## src/rtl/seg_mux_pkg.sv

```systemverilog
// Shared types and constants for the multiplexed seven-segment display driver:
// scan-state encoding, the all-off segment pattern and the hex glyph table.
package seg_mux_pkg;

  typedef enum logic {
    ST_BLANK = 1'b0,
    ST_DRIVE = 1'b1
  } scan_state_e;

  // Segments are active-low, ordered {g,f,e,d,c,b,a}.
  localparam logic [6:0] SEG_OFF = 7'b1111111;

  localparam logic [6:0] SEG_LUT [16] = '{
    7'b1000000,  // 0
    7'b1111001,  // 1
    7'b0100100,  // 2
    7'b0110000,  // 3
    7'b0011001,  // 4
    7'b0010010,  // 5
    7'b0000010,  // 6
    7'b1111000,  // 7
    7'b0000000,  // 8
    7'b0010000,  // 9
    7'b0001000,  // A
    7'b0000011,  // b
    7'b1000110,  // C
    7'b0100001,  // d
    7'b0000110,  // E
    7'b0001110   // F
  };

endpackage

```

## src/rtl/seven_seg_display.sv

```systemverilog
// Hex nibble to active-low seven-segment pattern, {g,f,e,d,c,b,a}.
module seven_seg_display
  import seg_mux_pkg::*;
(
  input  logic [3:0] hex,
  output logic [6:0] seg
);

  assign seg = SEG_LUT[hex];

endmodule

```

## src/rtl/seg_mux_display.sv

```systemverilog
// Time-multiplexed common-anode display scanner with dead-time blanking,
// frame-synchronous double-buffered digit updates and leading-zero blanking.
module seg_mux_display
  import seg_mux_pkg::*;
#(
  parameter int NUM_DIGITS   = 2,
  parameter int DWELL_CYCLES = 48000,
  parameter int BLANK_CYCLES = 480
) (
  input  logic                    clk,
  input  logic                    reset,
  input  logic                    load,
  input  logic [4*NUM_DIGITS-1:0] digits_in,
  input  logic                    blank_lz,
  output logic [6:0]              seg,
  output logic [NUM_DIGITS-1:0]   anode,
  output logic                    frame_done
);

  localparam int CNT_MAX = (DWELL_CYCLES > BLANK_CYCLES) ? DWELL_CYCLES : BLANK_CYCLES;
  localparam int CNT_W   = (CNT_MAX > 1) ? $clog2(CNT_MAX) : 1;
  localparam int IDX_W   = (NUM_DIGITS > 1) ? $clog2(NUM_DIGITS) : 1;

  localparam logic [CNT_W-1:0] BLANK_LAST = CNT_W'(BLANK_CYCLES - 1);
  localparam logic [CNT_W-1:0] DWELL_LAST = CNT_W'(DWELL_CYCLES - 1);
  localparam logic [IDX_W-1:0] IDX_LAST   = IDX_W'(NUM_DIGITS - 1);

  typedef logic [NUM_DIGITS-1:0][3:0] digits_t;

  scan_state_e            state_q, state_d;
  logic [CNT_W-1:0]       cnt_q, cnt_d;
  logic [IDX_W-1:0]       idx_q, idx_d;
  digits_t                shadow_q, shadow_d;
  digits_t                pend_q, pend_d;
  logic                   pend_valid_q, pend_valid_d;
  logic [6:0]             seg_q, seg_d;
  logic [NUM_DIGITS-1:0]  anode_q, anode_d;
  logic                   frame_done_q, frame_done_d;

  logic                   frame_boundary;
  logic [NUM_DIGITS-1:0]  lz_suppress;
  logic [3:0]             dec_nibble;
  logic [6:0]             dec_seg;

  // NOTE: every signal written in an always_comb gets a default first, so no
  // path through the block leaves it unassigned and no latch is inferred.
  always_comb begin
    state_d        = state_q;
    cnt_d          = cnt_q + 1'b1;
    idx_d          = idx_q;
    frame_boundary = 1'b0;
    unique case (state_q)
      ST_BLANK: begin
        if (cnt_q == BLANK_LAST) begin
          state_d = ST_DRIVE;
          cnt_d   = '0;
        end
      end
      ST_DRIVE: begin
        if (cnt_q == DWELL_LAST) begin
          state_d        = ST_BLANK;
          cnt_d          = '0;
          frame_boundary = (idx_q == IDX_LAST);
          idx_d          = frame_boundary ? '0 : idx_q + 1'b1;
        end
      end
      default: begin
        state_d = ST_BLANK;
        cnt_d   = '0;
      end
    endcase
  end

  // New digits only reach the shadow copy at the frame boundary, so one
  // frame never shows a mix of old and new values.
  always_comb begin
    shadow_d     = shadow_q;
    pend_d       = pend_q;
    pend_valid_d = pend_valid_q;
    if (frame_boundary) begin
      if (load) begin
        shadow_d = digits_in;
      end else if (pend_valid_q) begin
        shadow_d = pend_q;
      end
      pend_valid_d = 1'b0;
    end else if (load) begin
      pend_d       = digits_in;
      pend_valid_d = 1'b1;
    end
  end

  // Digit k is a leading zero when it and every more significant digit are 0.
  always_comb begin
    logic upper_zero;
    upper_zero  = 1'b1;
    lz_suppress = '0;
    for (int k = NUM_DIGITS - 1; k > 0; k--) begin
      upper_zero     = upper_zero && (shadow_d[k] == 4'h0);
      lz_suppress[k] = blank_lz && upper_zero;
    end
  end

  assign dec_nibble = shadow_d[idx_d];

  seven_seg_display u_decode (
    .hex (dec_nibble),
    .seg (dec_seg)
  );

  // Outputs are built from the next-state values so the registered pins line
  // up with the scan state during the same cycle.
  always_comb begin
    seg_d   = SEG_OFF;
    anode_d = '1;
    if (state_d == ST_DRIVE && !lz_suppress[idx_d]) begin
      anode_d[idx_d] = 1'b0;
      seg_d          = dec_seg;
    end
    frame_done_d = (state_d == ST_DRIVE) && (cnt_d == DWELL_LAST) && (idx_d == IDX_LAST);
  end

  // NOTE: sequential state uses non-blocking assignments only, so every flop
  // samples its pre-edge value regardless of statement order.
  always_ff @(posedge clk) begin
    if (reset) begin
      state_q      <= ST_BLANK;
      cnt_q        <= '0;
      idx_q        <= '0;
      // NOTE: the digit buffers are a handful of flops rather than a RAM, so
      // they are reset; a reset must discard pending data and show zeros.
      shadow_q     <= '0;
      pend_q       <= '0;
      pend_valid_q <= 1'b0;
      seg_q        <= SEG_OFF;
      anode_q      <= '1;
      frame_done_q <= 1'b0;
    end else begin
      state_q      <= state_d;
      cnt_q        <= cnt_d;
      idx_q        <= idx_d;
      shadow_q     <= shadow_d;
      pend_q       <= pend_d;
      pend_valid_q <= pend_valid_d;
      seg_q        <= seg_d;
      anode_q      <= anode_d;
      frame_done_q <= frame_done_d;
    end
  end

  assign seg        = seg_q;
  assign anode      = anode_q;
  assign frame_done = frame_done_q;

endmodule
```

## config.mk

```make
export PLATFORM = sky130hd
export DESIGN_NAME = seg_mux_display
export DESIGN_NICKNAME = d
export VERILOG_FILES = /design/src/rtl/seg_mux_pkg.sv /design/src/rtl/seven_seg_display.sv /design/src/rtl/seg_mux_display.sv
export SDC_FILE = /design/constraint.sdc
export NUM_CORES = 1
export LEC_CHECK = 0
export BUFFER_PORTS_ARGS = -buffer_cell sky130_fd_sc_hd__buf_2
export CAP_MARGIN = 20
export CORE_MARGIN = 2
export CORE_UTILIZATION = 25
export CTS_BUF_LIST = sky130_fd_sc_hd__clkbuf_2 sky130_fd_sc_hd__clkbuf_4 sky130_fd_sc_hd__clkbuf_8
export DETAILED_ROUTE_END_ITERATION = 6
export PLACE_DENSITY = 0.5
export SLEW_MARGIN = 40
export SYNTH_ARGS = -nofsm -noshare
export SYNTH_HDL_FRONTEND = slang
export SYNTH_SLANG_ARGS = --single-unit
```

## constraint.sdc

```tcl
create_clock -name clk -period 6.4 [get_ports clk]
set_clock_uncertainty 0.1 [all_clocks]
set_input_delay 1.28 -clock clk [delete_from_list [all_inputs] [get_ports clk]]
set_output_delay 1.28 -clock clk [all_outputs]
set_load 0.01 [all_outputs]
```

* After elaboration in Yosys (flattened, before gate mapping)
Memory sizes are Yosys's and may differ from the RTL's. A register that Yosys moved wholly into a read port is not among the register bits.
Cells that the tools add are included.
** Storage, ports and cells
- Word-level logic and storage cells :: 53
- Input port bits :: 12
- Memories kept :: 1
- Memory bits (read-only) :: 112
- Register bits :: 38
- Output and inout bits :: 10
** Memories
- (no name shown) :: depth 16, bits a word 7, rd ports 1, clocked after memory_dff 1, wr ports 0, RTL line seven_seg_display.sv:9 : assign seg = SEG_LUT[hex];
** Operators by class
- Muxes and demuxes :: 20
- $add $sub $neg :: 2
- Eq/ne operators :: 3
- Order comparisons :: 2
- Bitwise operators :: 5
- Reduce and logical (&&, ||, !) cells :: 10
** Operators by type and width (count)
- 16-bit equality test (second input constant) :: 2
- 16-bit 2-to-1 mux :: 2
- 16-bit case mux with 2 select lines :: 1
- 8-bit 2-to-1 mux :: 3
- 16-bit by 1-bit adder with 16-bit output (second input constant) :: 1
- 16-bit by 9-bit equality test with 1-bit output (second input constant) :: 1
- 1-bit 2-to-1 mux :: 10
- 4-bit 2-to-1 mux :: 2
- 1-bit logical AND :: 5
- 4-bit inverter with 5-bit output :: 1
- 4-bit zero test :: 1
- 2-bit OR reduction :: 2
- 1-bit inverter :: 3
- 1-bit by 2-bit less-than comparator with 1-bit output (second input constant) :: 1
- 2-bit inverter :: 1
- 1-bit case mux with 2 select lines :: 1
- 2-bit AND reduction :: 1
- 1-bit adder (second input constant) :: 1
- 1-bit demux with 1-bit select :: 1
- 1-bit greater-or-equal comparator (second input constant) :: 1
- 1-bit zero test :: 1

* Longest topological paths before layout
Gate-level depths: netlist of the first run.
- Depth after elaboration :: 12
- Depth in mapped cells :: 13
- Mapped depth without buffers :: 13

* Hierarchy
A second synthesis of the first run with hierarchy kept.
** Second synthesis, totals
- Cells, all modules :: 288
- Area total of the unflattened synthesis :: 2416.1 sq um
** By module, submodules not included
- seg_mux_display :: sequential area each 900.9 sq um, instances 1, cells each 253, area an instance 2168.3 sq um
- seven_seg_display :: sequential area each 0.0 sq um, instances 1, cells each 35, area an instance 247.7 sq um

* Worst setup path before layout of the first run
OpenSTA, ideal clock, no wires.
- Path type :: input to register
- Start :: input port load
- End :: register seg_q[0] (netlist: seg[0])
- Buffers on the path :: 1
- Library setup time :: 0.087 ns
- Path slack :: 2.915 ns
- Arrival :: 3.298 ns
- Cell stages on the path :: 10
- Data required time :: 6.213 ns
- Cells stage by stage :: buf_4 -> inv_1 -> nor3_2 -> a221oi_1 -> o21ai_0 -> inv_1 -> ha_1 -> nor4_1 -> a2111o_1 -> o31ai_1
** Between the ends
- Word-level cells in the longest chain between the ends :: 10
- Elaborated cells on any way between the ends :: 13
- Classes of those cells :: mux (6); bitwise (2); reduce/logical (5)
** RTL lines
- from (decl) :: RTL line seg_mux_display.sv:12 : input logic load,
- 8-bit 2-to-1 mux * :: RTL line seg_mux_display.sv:81 : if (load) begin
- 8-bit 2-to-1 mux * :: RTL line seg_mux_display.sv:80 : if (frame_boundary) begin
- 4-bit zero test :: RTL line seg_mux_display.sv:99 : upper_zero = upper_zero && (shadow_d[k] == 4'h0);
- 1-bit logical AND :: RTL line seg_mux_display.sv:100 : lz_suppress[k] = blank_lz && upper_zero;
- 1-bit 2-to-1 mux (not written as such) (2 in series) :: RTL line seg_mux_display.sv:116 : if (state_d == ST_DRIVE && !lz_suppress[idx_d]) begin
- 1-bit zero test :: RTL line seg_mux_display.sv:116
- 1-bit logical AND :: RTL line seg_mux_display.sv:116
- 1-bit inverter (no source line)
- 2-bit OR reduction (no source line)
- to (decl) :: RTL line seg_mux_display.sv:36 : logic [6:0] seg_q, seg_d;
Every way passes the cells marked *; elsewhere a longest branch is shown, timed or not. The select of a mux whose other input is x is not followed.
A chain may end at the register's enable or synchronous reset.

* Final worst setup path of the first run
- Start :: register cnt_q[0]
- End :: register seg_q[0] (netlist: seg[0])
** Between the ends
- Word-level cells in the longest chain between the ends :: 12
- Elaborated cells on any way between the ends :: 21
- Classes of those cells :: eq/ne (2); mux (12); bitwise (2); reduce/logical (5)
** RTL lines
- from (decl) :: RTL line seg_mux_display.sv:31 : logic [CNT_W-1:0] cnt_q, cnt_d;
- from (signal assigned) :: RTL line seg_mux_display.sv:140 : cnt_q <= cnt_d;
- 16-bit equality test :: RTL line seg_mux_display.sv:60 : if (cnt_q == DWELL_LAST) begin
- 1-bit 2-to-1 mux :: RTL line seg_mux_display.sv:60
- 1-bit 2-to-1 mux :: RTL line seg_mux_display.sv:52 : unique case (state_q)
- 8-bit 2-to-1 mux :: RTL line seg_mux_display.sv:80
- 4-bit zero test :: RTL line seg_mux_display.sv:99
- 1-bit logical AND :: RTL line seg_mux_display.sv:100
- 1-bit 2-to-1 mux (not written as such) (2 in series) :: RTL line seg_mux_display.sv:116
- 1-bit zero test :: RTL line seg_mux_display.sv:116
- 1-bit logical AND :: RTL line seg_mux_display.sv:116
- 1-bit inverter (no source line)
- 2-bit OR reduction (no source line)
Several ways; a longest one is shown, not always the timed one. The select of a mux whose other input is x is not followed.

==> impl_metrics.toml, run 1 <==
[outcome]
status = "completed"

[synth]
synth.top_cell.area_share_pct = 37.02
synth_cell_types = 62
syn-cell-area_sq_um = 2434
yosys-top-cells-area = "dfxtp_1, nor2_1, ha_1"
synth_edf_count = 0
synth_seq_cells = 45
netlist_instances = 275
syn_nets = 294
ys_warn_count = 0
synth_largest_area_cell = "dfxtp_1"
syn_avg_cell_area_sq_um = 8.849
postSynth.asyncResetShare_pct = 0
synthFlopType = "dfxtp_1"
synth.yosys.seq_area_share_pct = 37.02

[worst_setup_path]
slowest_delay_ps = 560
crit_chain = "ha_1, nand4_2, nor4_4, nand2_2, a221oi_1, o21ai_0, inv_1, ha_1, nor4_1, a2111o_1, o31ai_1"
crit_top_cell = "ha_1"
r2r_slack_ps = 2410
end_kind = "flop"
critPathSlowestCell = "nor4_4"
regToRegEndpoint = "seg[0]"
critPathMaxFanout = 10
critPathBufInv = 1
r2r_cells = 11
cp_num_cells = 11
cp_data_arrival_time_ps = 4100
critical_path_class = "flop to flop"
crit_family = "compound AO/OA/AOI/OAI gates"
critPathRequiredTime_ps = 6510
start_kind = "flop"
crit-reg2reg-launch = "cnt_q[0]"

[routing]
drt_iter0_markers = 64
vias = 2049
first_pass_iters = 5
postRouteAntennaNets = 0
viasPerCell = 4.833
wl_um = 5628
drc = 0
wl_per_cell_um = 13.27

[global_route]
grt_overflow_total = 0
antenna_found_initial = 0
grt_max_degree = 24
grt_pass1_wl_um = 9584
grt.total_usage_pct = 11.56
grt_pass1_vias = 1958

[die]
die_w_um = 102.7
initial_core_util_pct = 25.37
pin_count = 22
core_sq_um = 9594
fp.dieH_um = 102.7
dieArea_sq_um = 10540
rows = 36

[final_layout]
diodes = 0
finish.instance_area_sq_um = 2720
drive_gt1_share_pct = 19.24
fin_nets = 310
area_delta_synth_final_pct = 11.77

[sta]
tightest_slew_ps = 606.8
slew_viol_final = 0
slew_headroom_pct = 59.41
setup_viol = 0
rsz0062_at_grt = "false"
period_needed_ps = 3986
finalHoldViolations = 0
fin_crit_sh_pct = 62.29
tns_ps = 0
fmax_ghz = 0.2509

[power]
power_leakage_nw = 0.9722
ir_drop_v = 0.00007976
power_density_nw_per_um2 = 183.2

[hold_path]
whs_path_depth = 2
hp-start = "pend_q[5]"
hold_path_class = "flop to flop"
hold_end = "pend_q[5]"

[cts]
clk_pin_slew_ps = 90
hold_buffers = 0
clock_latency_ps = 300
cts_setup_buffers = 0
ctsRootBufferMaster = "clkbuf_8"
cts_tree = "yes"
cts_sinks = 45
cts_resized = 0
cts_max_path_buffers = 2
htree_num_levels = 2
cts_buffers = 5

[placed_design]
portBuffers = 21
place_area_sq_um = 2623
routabilityCongestion = 0.8169
dp_hpwl_um = 4191

[flow_run]
cap_violations = 0
Yosys cell counts (2+ instances only):
| master | count |
|---|---|
| o21ai_0 | 7 |
| nand4_1 | 5 |
| nand2b_1 | 3 |
| and3_2 | 2 |
| mux2i_1 | 7 |
| nor4_1 | 9 |
| o221ai_1 | 2 |
| nor4_4 | 2 |
| nand3_1 | 15 |
| or2_2 | 2 |
| and3_1 | 2 |
| nor2_1 | 34 |
| xnor2_1 | 8 |
| buf_6 | 3 |
| nand2_1 | 23 |
| xor2_1 | 9 |
| dfxtp_1 | 45 |
| o21ai_2 | 2 |
| a221oi_1 | 2 |
| a21oi_1 | 13 |
| or4_1 | 2 |
| a21oi_2 | 2 |
| and2_1 | 2 |
| clkbuf_1 | 5 |
| nand3b_1 | 3 |
| nor3_1 | 8 |
| buf_4 | 3 |
| o31ai_1 | 2 |
| inv_1 | 10 |
| ha_1 | 7 |
| o211ai_1 | 4 |
| nor4_2 | 2 |
worst register-to-register path, stage by stage, from the launching register on:
cell and delay, ps:
dfxtp_1 400, ha_1 260, nand4_2 240, nor4_4 570, nand2_2 260, a221oi_1 520, o21ai_0 310, inv_1 190
ha_1 310, nor4_1 100, a2111o_1 430, o31ai_1 230
report_power, final:
part / total, W / switching [W] / leakage [nW] / internal [W]
registers: 0.000289 / 0.00000428 / 0.365 / 0.000285
logic: 0.0000238 / 0.0000152 / 0.559 / 0.00000851
clock network: 0.000186 / 0.0000956 / 0.0477 / 0.0000901
total: 0.000498 / 0.000115 / 0.972 / 0.000383
how the worst max path moves through the flow:
| stage | startpoint | to | slack [ps] |
|---|---|---|---|
| finish | cnt_q[0] | seg[0] | 2410 |
| global route | cnt_q[0] | seg[0] | 1980 |
| CTS | cnt_q[0] | seg[0] | 2400 |
| detailed placement | cnt_q[0] | seg[0] | 2430 |
| global placement | load | seg[0] | 2530 |
| floorplan | load | seg[0] | 2910 |
final cells by class:
cell class | instances | area (sq um)
fillers | 1037 | 6874
multi-input cells | 208 | 1420
flip-flops and latches | 45 | 900.9
well taps | 133 | 166.4
repair buffers | 21 | 105.1
clock buffers | 7 | 90.09
inverters | 10 | 37.54
metal layers:
layer  up-vias  share of wire, %  GRT usage (%)
met3         6               4.5          2.576
met4         0               1.1          3.385
met1       974                47          14.79
li1       1027                 -              -
met2        42                48          19.51
met5         -                 0              0
layout by cell type (no fill, tap or decap), types with 8 or more instances in the layout:
cell	n
dfxtp_1	45
nor2_1	34
nand2_1	23
buf_2	21
nand3_1	15
a21oi_1	13
inv_1	10
xor2_1	9
nor4_1	9
nor3_1	8
cell families (layout without fill, tap and decap cells):
group	after synthesis	in the layout	synth area share [%]
compound gates	47	47	13.83
xor+xnor	17	17	6.119
fa+ha+maj	7	7	3.599
buf+inv	22	38	4.936
flops	45	45	37.02
mux	8	8	3.342
simple gates	129	129	31.16
registers in the layout, summed over array words and instances, names as in the netlist:
name,flops
seg,7
shadow_q,8
frame_done,1
pend_q,8
anode,2
pend_valid_q,1
cnt_q,16
state_q,1
idx_q,1
through the flow:
| step | setup WS (ps) | std cells | utilization, % | hold WS, ps | power, W |
|---|---|---|---|---|---|
| 3_5_place_dp | 2430 | 417 | 27.33 | 351.8 | 0.0003197 |
| 4_1_cts | 2399 | 424 | 28.27 | 365.3 | 0.0005072 |
| 2_1_floorplan | 2915 | 275 | - | 336.4 | 0.0003108 |
| 5_1_grt | 1979 | 424 | 28.35 | 385.2 | 0.0005207 |
| 6_report | 2414 | 424 | 28.35 | 360.5 | 0.0004984 |
| 3_3_place_gp | 2532 | 417 | 27.33 | 350.7 | 0.0003194 |
(Power assumes the default switching activity.)
==> run 2, diff against run 1 <==
--- a/config.mk
+++ b/config.mk
@@ -11,7 +11,7 @@
 export CORE_UTILIZATION = 25
 export CTS_BUF_LIST = sky130_fd_sc_hd__clkbuf_2 sky130_fd_sc_hd__clkbuf_4 sky130_fd_sc_hd__clkbuf_8
 export DETAILED_ROUTE_END_ITERATION = 6
-export PLACE_DENSITY = 0.5
+export PLACE_DENSITY = 0.52
 export SLEW_MARGIN = 40
 export SYNTH_ARGS = -nofsm -noshare
 export SYNTH_HDL_FRONTEND = slang
==> constraint.sdc (replaced) <==
create_clock -name clk -period 3.3 [get_ports clk]
set_clock_uncertainty 0.1 [all_clocks]
set_input_delay 0.66 -clock clk [delete_from_list [all_inputs] [get_ports clk]]
set_output_delay 0.66 -clock clk [all_outputs]
set_load 0.01 [all_outputs]
==> run 2 against run 1 <==
Compared with the run above: clock-buffer cell count down 2; hold slack improved by 3.5 ps; core utilization increased by 2.4 points; design area is 8.4% higher; register-to-register slack worse by 2200 ps; sequential share of layout area down 2.6 points; global-route usage up 0.55 points; combinational power grew 110%; largest power group unchanged; highest routed layer unchanged.
==> impl_metrics.toml, run 2 (synthesis gave the netlist of run 1 again) <==
[outcome]
status = "completed"

[power]
ir_drop_v = 0.0002031
p_sw_share_pct = 21.73
internal_power_w = 0.0008724
power_switching_w = 0.0002422
power_density_nw_per_um2 = 378.0
power_leakage_nw = 1.092
pwr-share-comb_pct = 4.6
seqPwrFrac_pct = 50.2
pwr-share-clk_pct = 45.2

[placed_design]
portBuffers = 21
place_area_sq_um = 2734
dp_slack_ps = 68.41
routabilityCongestion = 0.8638
dp_hpwl_um = 4389

[routing]
drt_iter0_markers = 78
postRouteAntennaNets = 0
viasPerCell = 4.749
wl_per_cell_um = 13.80
drc = 0
vias = 2104
wl_um = 6114
first_pass_iters = 4

[final_layout]
finish.instance_area_sq_um = 2949
top_register = "cnt_q"
diodes = 0
largest_reg_flops = 16
fin_nets = 328
layout_commonest_cell = "dfxtp_1"
area_delta_synth_final_pct = 21.18
drive_gt1_share_pct = 26.13
final_cell_mix = "dfxtp_1, nor2_1, nand2_1"
biggestRegsByFlops = "cnt_q (16), pend_q (8), shadow_q (8)"

[global_route]
grt_pass1_vias = 2073
grt_max_degree = 24
grt_pass1_wl_um = 10030
antenna_found_initial = 0
grt.total_usage_pct = 12.11
grt_overflow_total = 0

[cts]
cts_buffers = 5
cts_max_path_buffers = 2
cts_sinks = 45
htree_num_levels = 2
ctsRootBufferMaster = "clkbuf_8"
cts_tree = "yes"
clock_latency_ps = 300
hold_buffers = 0
clk_pin_slew_ps = 90

[die]
die_w_um = 102.7
pin_count = 22
rows = 36
core_sq_um = 9594
fp.dieH_um = 102.7
dieArea_sq_um = 10540
initial_core_util_pct = 25.37

[flow_run]
cap_violations = 0

[worst_setup_path]
cp_data_arrival_time_ps = 3180
critical_path_class = "flop to flop"
start_kind = "flop"
critPathMaxFanout = 7
end_kind = "flop"
critPathRequiredTime_ps = 3420

[sta]
tightest_slew_ps = 548.3
finalHoldViolations = 0
tns_ps = 0
slew_viol_final = 0
setup_slack_ps = 238.3
rsz0062_at_grt = "false"
fmax_ghz = 0.3266
setup_viol = 0
period_needed_ps = 3062
fin_crit_sh_pct = 92.78
slew_headroom_pct = 63.14

[hold_path]
hold_path_class = "flop to flop"
[run 2: cell types whose count changed in the layout (fill, tap and decap cells not counted), moves of 2 or more]
cell / delta
buf_4: +17
bufinv_16: +2
ha_1: -2
o21ai_0: -2
o31ai_1: -2
o31ai_2: +2
[run 2: per-layer routing]
layer	up-vias	part of all wire, %	track usage [%]
li1	1062	-	-
met1	997	50	16.01
met2	35	46	19.86
met3	10	3.5	2.508
met4	0	1.3	3.692
met5	-	0	0
[run 2: cell type report]
type                    instances  area [sq um]
flip-flops and latches         45         900.9
multi-input cells             209          1478
inverters                      10         37.54
fillers                      1039          6645
clock inverters                 3         65.06
well taps                     133         166.4
repair buffers                 38         232.7
clock buffers                   5         68.82
[run 2: repair_timing]
item | in CTS | in global routing
endpoints found under the setup margin | 1 | 1
pin swaps | 1 | 3
resized for setup | 0 | 10
cloned | 0 | 1
buffers inserted | 0 | 3
[run 2: through the flow]
stage	cells	hold WS (ps)	total power, W	utilization (%)
detailed placement	431	352.8	0.0006227	28.49
finish	443	363.9	0.001115	30.74
CTS	439	365.1	0.001130	29.89
floorplan	275	336.4	0.0006027	-
global placement	431	347.3	0.0006220	28.49
global route	443	390.4	0.001158	30.74
[run 2: final timing paths]
kind              cells after the start        end  slack [ps]      start
hold reg to reg                       2  pend_q[0]         360  pend_q[0]
hold / removal                        2  pend_q[0]         360  pend_q[0]
setup reg to reg                     12     seg[0]         240   cnt_q[1]
setup / recovery                     12     seg[0]         240   cnt_q[1]
[run 2: power groups by stage]
stage	clock [W]	sequential (W)	combinational, W
after detailed placement	0	0.000573	0.0000500
after floorplan	0	0.000570	0.0000332
after CTS	0.000519	0.000560	0.0000501
final	0.000504	0.000560	0.0000510
after global routing	0.000539	0.000562	0.0000570
after global placement	0	0.000572	0.0000499
[run 2: worst max-delay path, cell delays in order (launching register included)]
cell      delay [ps]
dfxtp_1          360
ha_2             210
nand4_4          170
or4_4            580
nor3_4           220
a221o_1          210
a21oi_2           70
inv_1            120
ha_4             190
inv_1             60
and4_4           140
a2111o_1         290
o31ai_2          250
==> run 3, diff against run 2 <==
--- a/config.mk
+++ b/config.mk
@@ -7,12 +7,13 @@
 export LEC_CHECK = 0
 export BUFFER_PORTS_ARGS = -buffer_cell sky130_fd_sc_hd__buf_2
 export CAP_MARGIN = 20
-export CORE_MARGIN = 2
+export CORE_MARGIN = 1.5
 export CORE_UTILIZATION = 25
 export CTS_BUF_LIST = sky130_fd_sc_hd__clkbuf_2 sky130_fd_sc_hd__clkbuf_4 sky130_fd_sc_hd__clkbuf_8
 export DETAILED_ROUTE_END_ITERATION = 6
-export PLACE_DENSITY = 0.52
+export PLACE_DENSITY = 0.5
 export SLEW_MARGIN = 40
 export SYNTH_ARGS = -nofsm -noshare
 export SYNTH_HDL_FRONTEND = slang
+export SYNTH_HIERARCHICAL = 1
 export SYNTH_SLANG_ARGS = --single-unit
==> constraint.sdc (replaced) <==
create_clock -name clk -period 3.7 [get_ports clk]
set_clock_uncertainty 0.1 [all_clocks]
set_input_delay 0.74 -clock clk [delete_from_list [all_inputs] [get_ports clk]]
set_output_delay 0.74 -clock clk [all_outputs]
set_load 0.01 [all_outputs]
==> run 3 against run 2 <==
Compared with the run above: sequential power fell by 10%; non-clock buffer count fell by 3; critical path depth rose by 5; sequential cell count did not move; sequential share of layout area rose by 1.2 points; critical endpoint is now seg[3]; largest cell class unchanged.
==> impl_metrics.toml, run 3 <==
[outcome]
status = "completed"

[synth]
postSynth.asyncResetShare_pct = 0
synth.top_cell.area_share_pct = 37.29
ys_warn_count = 6
syn_nets = 309
synthFlopType = "dfxtp_1"
synth.yosys.seq_area_share_pct = 37.29
synth_edf_count = 0
synth_cell_types = 55
netlist_top_cells_count = "dfxtp_1, nand2_1, nor2_1"
syn_avg_cell_area_sq_um = 8.389
syn-cell-area_sq_um = 2416
synth_largest_area_cell = "dfxtp_1"
synth_seq_cells = 45
yosys-top-cells-area = "dfxtp_1, nand2_1, nor2_1"
netlist_instances = 288
yosys.cell_count.top_type = "dfxtp_1"

[final_layout]
drive_gt1_share_pct = 20.70
final_cell_mix = "dfxtp_1, nand2_1, nor2_1"
largest_reg_flops = 16
top_register = "cnt_q"
fin_util_pct = 30.61
multiInputGateArea_sq_um = 1410
diodes = 0
biggestRegsByFlops = "cnt_q (16), pend_q (8), shadow_q (8)"
fillCellCount = 1040
final-seq-area_sq_um = 902.1
fin_nets = 334
area_delta_synth_final_pct = 17.61
layout_commonest_cell = "dfxtp_1"

[worst_setup_path]
cp_data_arrival_time_ps = 3470
critPathSlowestCell = "dfxtp_2"
crit_family = "simple AND/OR/NAND/NOR gates"
slowest_delay_ps = 350
crit_top_cell = "ha_1"
end_kind = "flop"
critPathBufInv = 2
critPathMaxFanout = 9
start_kind = "flop"
critPathRequiredTime_ps = 3780
critical_path_class = "flop to flop"
crit_chain = "ha_1, and4_1, nand3_1, nor3_2, ha_1, and2_2, buf_4, nand3_1, a21oi_1, a221oi_1, mux2i_1, buf_4, ha_1, or2_2, a21oi_1, a31oi_1, nand3b_1"

[routing]
drc = 0
first_pass_iters = 6
postRouteAntennaNets = 0
vias = 2099
viasPerCell = 4.738
wl_per_cell_um = 12.32
wl_um = 5457
drt_iter0_markers = 96

[die]
die_w_um = 101.3
pin_count = 22
core_sq_um = 9284
dieArea_sq_um = 10260
initial_core_util_pct = 26.02
fp.dieH_um = 101.3
rows = 35

[sta]
slew_headroom_pct = 63.72
fmax_ghz = 0.2953
tightest_slew_ps = 543.5
slew_viol_final = 0
period_needed_ps = 3386
hold_ws_ps = 347.7
fin_crit_sh_pct = 91.52
finalHoldViolations = 0
setup_viol = 0
setup_slack_ps = 313.8

[cts]
cts_sinks = 45
htree_num_levels = 2
cts_max_path_buffers = 2
cts_tree = "yes"
hold_buffers = 0
clock_latency_ps = 310
cts_setup_buffers = 0
cts_buffers = 5
ctsRootBufferMaster = "clkbuf_8"
clk_pin_slew_ps = 80

[global_route]
grt.total_usage_pct = 11.29
grt_pass1_vias = 1963
grt_max_degree = 24
antenna_found_initial = 0
grt_overflow_total = 0
grt_pass1_wl_um = 9301

[placed_design]
dp_hpwl_um = 4007
dp_slack_ps = 257.1
routabilityCongestion = 0.8837
portBuffers = 21

[flow_run]
cap_violations = 0

[hold_path]
hold_path_class = "flop to flop"

[power]
ir_drop_v = 0.0001304
power_density_nw_per_um2 = 330.1
power_leakage_nw = 0.9730
==> run 3: changes by cell type after synthesis, sizes merged, moves of 3 or more <==
cell,delta
nand2,+11
nor4,-10
buf,+6
nand2b,+6
nand3b,+6
a221oi,+5
xor2,-5
nor3,-4
or3,+4
and3,-3
o211ai,-3
or4,-3
==> run 3: area by class of cell <==
type | count | area share, %
Inverter | 10 | 1.321
Tap cell | 129 | 5.680
Clock buffer | 6 | 2.906
Clock inverter | 2 | 1.321
Sequential cell | 45 | 31.75
Timing Repair Buffer | 35 | 7.398
Multi-Input combinational cell | 216 | 49.63
==> run 3: repair_timing <==
action | in CTS | in global routing
endpoints found under the setup margin | 0 | 6
resized for setup | 0 | 8
endpoints found under the hold margin | 0 | 0
==> run 3: where the power goes <==
| part | internal (W) | switching, W | leakage, nW |
|---|---|---|---|
| Clock | 0.000220 | 0.000176 | 0.0574 |
| Sequential | 0.000492 | 0.00000956 | 0.365 |
| Combinational | 0.0000154 | 0.0000244 | 0.550 |
==> run 3: final timing paths <==
kind / from / end / slack, ps / cells after the start
worst max register to register: cnt_q[0] / seg[3] / 310 / 17
worst min-delay path: cnt_q[0] / cnt_q[0] / 350 / 1
worst min register to register: cnt_q[0] / cnt_q[0] / 350 / 1
worst max-delay path: cnt_q[0] / seg[3] / 310 / 17
==> run 3: cells by family (layout without fill, tap and decap cells) <==
kind of cell               count (synthesis)  in the layout  share of synthesized area, %
muxes                                      7              7                         3.107
xor gates and xnor gates                  13             13                         4.713
adders and majority gates                  9              9                         4.661
AOI/OAI and AO/OA                         53             53                         15.33
and+or+nand+nor                          134            134                         29.52
DFF                                       45             45                         37.29
buffers and inverters                     27             53                         5.386
==> run 3: metal layers <==
| metal | routed length [um] | GRT usage (%) | up-vias | share of wire [%] |
|---|---|---|---|---|
| met3 | 231 | 2.622 | 10 | 4.2 |
| met5 | 0 | 0 | - | 0 |
| met4 | 83 | 3.739 | 0 | 1.5 |
| met1 | 2557 | 14.96 | 977 | 47 |
| li1 | - | - | 1063 | - |
| met2 | 2585 | 18.12 | 49 | 47 |
==> run 3: through the flow <==
stage	instances	cell area (sq um)	TNS [ps]	total power (W)
CTS	443	2815	0	0.0009509
global placement	435	2695	0	0.0005542
detailed placement	435	2695	0	0.0005537
finish	443	2841	0	0.0009380
global route	443	2841	-13.61	0.0009820
floorplan	288	2417	0	0.0005380
